`config.mk`:
```
export PLATFORM = sky130hd
export DESIGN_NAME = uart_rx
export DESIGN_NICKNAME = d
export VERILOG_FILES = /design/src/rtl/uart_rx.sv
export SDC_FILE = /design/constraint.sdc
export NUM_CORES = 1
export LEC_CHECK = 0
export CAP_MARGIN = 10
export CELL_PAD_IN_SITES_DETAIL_PLACEMENT = 0
export CELL_PAD_IN_SITES_GLOBAL_PLACEMENT = 2
export CORE_ASPECT_RATIO = 0.75
export CORE_MARGIN = 3
export CORE_UTILIZATION = 35
export DETAILED_ROUTE_END_ITERATION = 6
export GPL_TIMING_DRIVEN = 0
export PLACE_DENSITY_LB_ADDON = 0.2
export RECOVER_POWER = 100
export SLEW_MARGIN = 20
export SYNTH_ARGS = -nofsm -noshare
export SYNTH_HDL_FRONTEND = slang
export SYNTH_SLANG_ARGS = --single-unit
```
`constraint.sdc`:
```
create_clock -name CLK -period 4.85 [get_ports CLK]
set_clock_uncertainty 0.15 [all_clocks]
set_input_delay 0.7275 -clock CLK [delete_from_list [all_inputs] [get_ports CLK]]
set_output_delay 0.7275 -clock CLK [all_outputs]
set_load 0.01 [all_outputs]
```
`src/rtl/uart_rx.sv`:
```
// UART receive front end: 2-flop RXD synchroniser, mid-bit start qualification and
// centre sampling of data/parity/stop bits, one registered VALID/FERR/PERR pulse per frame.
module uart_rx #(
    parameter int DATA_BITS  = 8,
    parameter int OVERSAMPLE = 16,
    parameter int PARITY     = 0
) (
    input  logic                 CLK,
    input  logic                 RN,
    input  logic                 TICK,
    input  logic                 RXD,
    output logic [DATA_BITS-1:0] DOUT,
    output logic                 VALID,
    output logic                 FERR,
    output logic                 PERR,
    output logic                 BUSY
);

    localparam int CNT_W = $clog2(OVERSAMPLE);
    localparam int BIT_W = $clog2(DATA_BITS + 1);
    localparam logic [CNT_W-1:0] CNT_HALF = CNT_W'(OVERSAMPLE / 2 - 1);
    localparam logic [CNT_W-1:0] CNT_LAST = CNT_W'(OVERSAMPLE - 1);
    localparam logic [BIT_W-1:0] BIT_LAST = BIT_W'(DATA_BITS - 1);

    typedef enum logic [2:0] {S_IDLE, S_START, S_DATA, S_PAR, S_STOP} state_t;

    state_t               state_q, state_d;
    logic                 rx_meta_q, rxs_q;
    logic [CNT_W-1:0]     cnt_q, cnt_d;
    logic [BIT_W-1:0]     bit_q, bit_d;
    logic [DATA_BITS-1:0] shift_q, shift_d;
    logic [DATA_BITS-1:0] dout_q, dout_d;
    logic                 par_q, par_d;
    logic                 valid_q, valid_d;
    logic                 ferr_q, ferr_d;
    logic                 perr_q, perr_d;
    logic                 mid_start, bit_end, par_bad;

    assign mid_start = TICK && (cnt_q == CNT_HALF);
    assign bit_end   = TICK && (cnt_q == CNT_LAST);
    // Odd parity expects the inverse of the data XOR.
    assign par_bad   = (PARITY != 0) && (par_q != ((^shift_q) ^ (PARITY == 2)));

    always_ff @(posedge CLK or negedge RN) begin
        if (!RN) begin
            rx_meta_q <= 1'b1;
            rxs_q     <= 1'b1;
        end else begin
            rx_meta_q <= RXD;
            rxs_q     <= rx_meta_q;
        end
    end

    always_ff @(posedge CLK or negedge RN) begin
        if (!RN) begin
            state_q <= S_IDLE;
        end else begin
            state_q <= state_d;
        end
    end

    always_comb begin
        state_d = state_q;
        case (state_q)
            S_IDLE:  if (TICK && !rxs_q) state_d = S_START;
            S_START: if (mid_start) state_d = rxs_q ? S_IDLE : S_DATA;
            S_DATA:  if (bit_end && (bit_q == BIT_LAST))
                         state_d = (PARITY != 0) ? S_PAR : S_STOP;
            S_PAR:   if (bit_end) state_d = S_STOP;
            S_STOP:  if (bit_end) state_d = S_IDLE;
            default: state_d = S_IDLE;
        endcase
    end

    always_comb begin
        cnt_d   = cnt_q;
        bit_d   = bit_q;
        shift_d = shift_q;
        par_d   = par_q;
        dout_d  = dout_q;
        valid_d = 1'b0;
        ferr_d  = 1'b0;
        perr_d  = 1'b0;
        if (TICK) begin
            case (state_q)
                S_IDLE: cnt_d = '0;
                S_START: begin
                    cnt_d = mid_start ? '0 : cnt_q + 1'b1;
                    bit_d = '0;
                end
                S_DATA: begin
                    if (bit_end) begin
                        cnt_d   = '0;
                        bit_d   = bit_q + 1'b1;
                        shift_d = {rxs_q, shift_q[DATA_BITS-1:1]};
                    end else begin
                        cnt_d = cnt_q + 1'b1;
                    end
                end
                S_PAR: begin
                    if (bit_end) begin
                        cnt_d = '0;
                        par_d = rxs_q;
                    end else begin
                        cnt_d = cnt_q + 1'b1;
                    end
                end
                S_STOP: begin
                    if (bit_end) begin
                        cnt_d = '0;
                        if (rxs_q) begin
                            dout_d  = shift_q;
                            valid_d = 1'b1;
                            perr_d  = par_bad;
                        end else begin
                            ferr_d = 1'b1;
                        end
                    end else begin
                        cnt_d = cnt_q + 1'b1;
                    end
                end
                default: cnt_d = '0;
            endcase
        end
    end

    always_ff @(posedge CLK or negedge RN) begin
        if (!RN) begin
            cnt_q   <= '0;
            bit_q   <= '0;
            shift_q <= '0;
            par_q   <= 1'b0;
            dout_q  <= '0;
            valid_q <= 1'b0;
            ferr_q  <= 1'b0;
            perr_q  <= 1'b0;
        end else begin
            cnt_q   <= cnt_d;
            bit_q   <= bit_d;
            shift_q <= shift_d;
            par_q   <= par_d;
            dout_q  <= dout_d;
            valid_q <= valid_d;
            ferr_q  <= ferr_d;
            perr_q  <= perr_d;
        end
    end

    assign DOUT  = dout_q;
    assign VALID = valid_q;
    assign FERR  = ferr_q;
    assign PERR  = perr_q;
    assign BUSY  = (state_q != S_IDLE);

endmodule

```
==> impl_metrics.yaml <==
outcome:
  failed_checks: "max-capacitance violations, max-slew violations"
  outcome: "complete, but fails checks"
synth:
  yosysWarnings: 0
  ys_ff_latch: 31
  synthFlopType: "dfrtp_1"
  postSynthCellCount: 119
  synthDistinctLibCells: 36
  synth_nets: 125
  synth_top_area_share_pct: 51.06
  synth-seq-area-share_pct: 54.75
  synth_edf_count: 0
  synth.avg_cell_area_um2: 11.94
  syn_area_um2: 1421
  synthTopCellsByArea: "dfrtp_1, mux2_2, dfstp_2"
  async_flop_share_pct: 100.0
  synth_top_area_cell: "dfrtp_1"
timing:
  fin_crit_sh_pct: 57.13
  period_minus_slack_ps: 2771
  finalHoldViolCount: 0
  max_freq_mhz: 360.9
  slew_headroom_pct: -7.104
  tns_ps: 0
  tightest_slew_ps: 1607
  hold_slack_ps: 207.3
  slew_viol_final: 32
  setup_viol_count_final: 0
  worst_slack_ps: 2079
  rsz0062_at_grt: "false"
die:
  dieArea_um2: 4870
  coreArea_um2: 3780
  ios: 16
  rows: 19
  initial_core_util_pct: 37.60
  die_h_um: 61.19
  die_x_um: 79.59
clocking:
  cts_max_path_buffers: 2
  cts_htree_levels: 2
  cts_made_buffers: 5
  root_buffer: "clkbuf_8"
  cts_sinks: 31
  cts_resized: 0
  clk_pin_slew_worst_paths_ps: 60
  clk_latency_ps: 270
  cts_hold_buf: 0
  cts_tree: "built"
  post_cts_buffers: 0
route:
  routed_wl_mm: 2.548
  via_per_inst: 4.984
  vias: 957
  drt-initial-drc-count: 100
  drt_pre_antenna_iters: 4
  final_antenna_net_count: 0
  wl_per_cell_um: 13.27
  drc: 0
power_and_ir_drop:
  report.power.total_mw: 0.5757
  power_density_nw_per_um2: 343.1
  leakagePower_nw: 0.7966
  peakVddDrop_v: 0.0001434
global_route:
  grt.busiest_layer: "met2"
  use_met2_pct: 18.19
  grt_max_degree: 32
  grt_pass1_wl_mm: 4.450
  grt_usage_pct: 12.40
  overflow: 0
  antenna_found_initial: 0
  gr-usage-met3_pct: 4.386
  grt_pass1_vias: 930
  gr-usage-met1_pct: 16.56
placed_design:
  gp_congestion: 0.7966
  hpwlAfterDp_mm: 1.847
  dp_slack_ps: 2266
  io_buffers: 14
  dp_cells: 185
flow_run:
  cap_violations: 1
critical_path:
  endpoint_kind: "flop"
  required_ps: 4850
  start_kind: "input pin"
  critical_path_class: "input pin to flop"
  arrival_ps: 2770
  cp_max_fo: 9
finish:
  final_cells: 192
  layout-drive-gt1-share_pct: 23.57
  nFillCells: 357
  area_delta_synth_final_pct: 18.05
  diodes: 0
  layout.nets: 146
hold_path:
  hold_path.class: "flop to flop"
==> final timing paths <==
path	slack (ps)	endpoint	depth (start not counted)	from
hold reg to reg	210	rxs_q	0	rx_meta_q
min in group asynchronous	700	bit_q[2]	1	RN
setup / recovery	2080	DOUT[6]	5	TICK
hold / removal	210	rxs_q	0	rx_meta_q
max in group asynchronous	2910	DOUT[5]	1	RN
setup reg to reg	2630	DOUT[6]	5	cnt_q[0]
==> final cells by class <==
type	instances	area (um^2)	area share, %
Timing Repair Buffer	14	133.9	7.979
Buffer	6	32.53	1.939
Inverter	5	18.77	1.119
Clock buffer	6	82.58	4.922
Sequential cell	31	778.2	46.38
Tap cell	52	65.06	3.878
Multi-Input combinational cell	77	561.8	33.48
Clock inverter	1	5.005	0.2983
==> kinds of logic after synthesis <==
family / count (synthesis) / synth area share (%)
other: 1 / 0.2638
buffers and inverters: 11 / 4.401
muxes: 17 / 13.73
AOI/OAI and AO/OA: 23 / 10.04
adders and majority gates: 2 / 1.760
DFF: 31 / 54.75
and+or+nand+nor: 34 / 15.05
==> sequential cells by signal, summed over array words and instances, names as in the netlist <==
name	flops
VALID	1
DOUT	8
state_q	3
FERR	1
shift_q	8
rxs_q	1
rx_meta_q	1
cnt_q	4
bit_q	4
==> cell usage after synthesis (all sizes together), types with 2 or more instances <==
cell      n
dfrtp    29
mux2     17
nand2     9
o21ai     8
a21oi     7
buf       6
inv       5
nor3      5
nor2      4
nand3     3
and4bb    2
dfstp     2
ha        2
nand4     2
o2bb2ai   2
or3       2
==> worst max-delay path, cell delays in order <==
cell	delay [ps]
dlygate4sd3_1	690
and4_1	220
clkbuf_1	220
nand4_1	460
mux2_2	440
==> report_power, final <==
group / leakage, nW / switching, mW / internal [mW]
sequential: 0.409 / 0.0143 / 0.275
combinational: 0.340 / 0.0506 / 0.0405
clock: 0.0470 / 0.0848 / 0.111
total: 0.797 / 0.150 / 0.426
==> per-layer routing <==
| metal | part of all wire (%) | vias up | wire [um] |
|---|---|---|---|
| li1 | - | 467 | - |
| met4 | 1.1 | 0 | 27 |
| met2 | 43 | 28 | 1089 |
| met1 | 50 | 458 | 1284 |
| met5 | 0 | - | 0 |
| met3 | 5.7 | 4 | 146 |
==> cell usage in the layout, fill, tap and decap left out, types with 4 or more instances in the layout <==
cell           Yosys  layout
dfrtp_1           29      29
mux2_2            16      16
dlygate4sd3_1      0      13
nand2_1            8       8
o21ai_0            7       8
a21oi_1            7       7
clkbuf_8           0       6
inv_1              5       5
nor3_1             5       5
nor2_1             4       4
==> stage by stage <==
| step | cell area (um^2) | utilization (%) |
|---|---|---|
| floorplan | 1421 | - |
| global placement | 1627 | 43.03 |
| detailed placement | 1622 | 42.90 |
| CTS | 1709 | 45.22 |
| global route | 1678 | 44.39 |
| finish | 1678 | 44.39 |
Note: power is estimated with default switching activity, not from simulation.
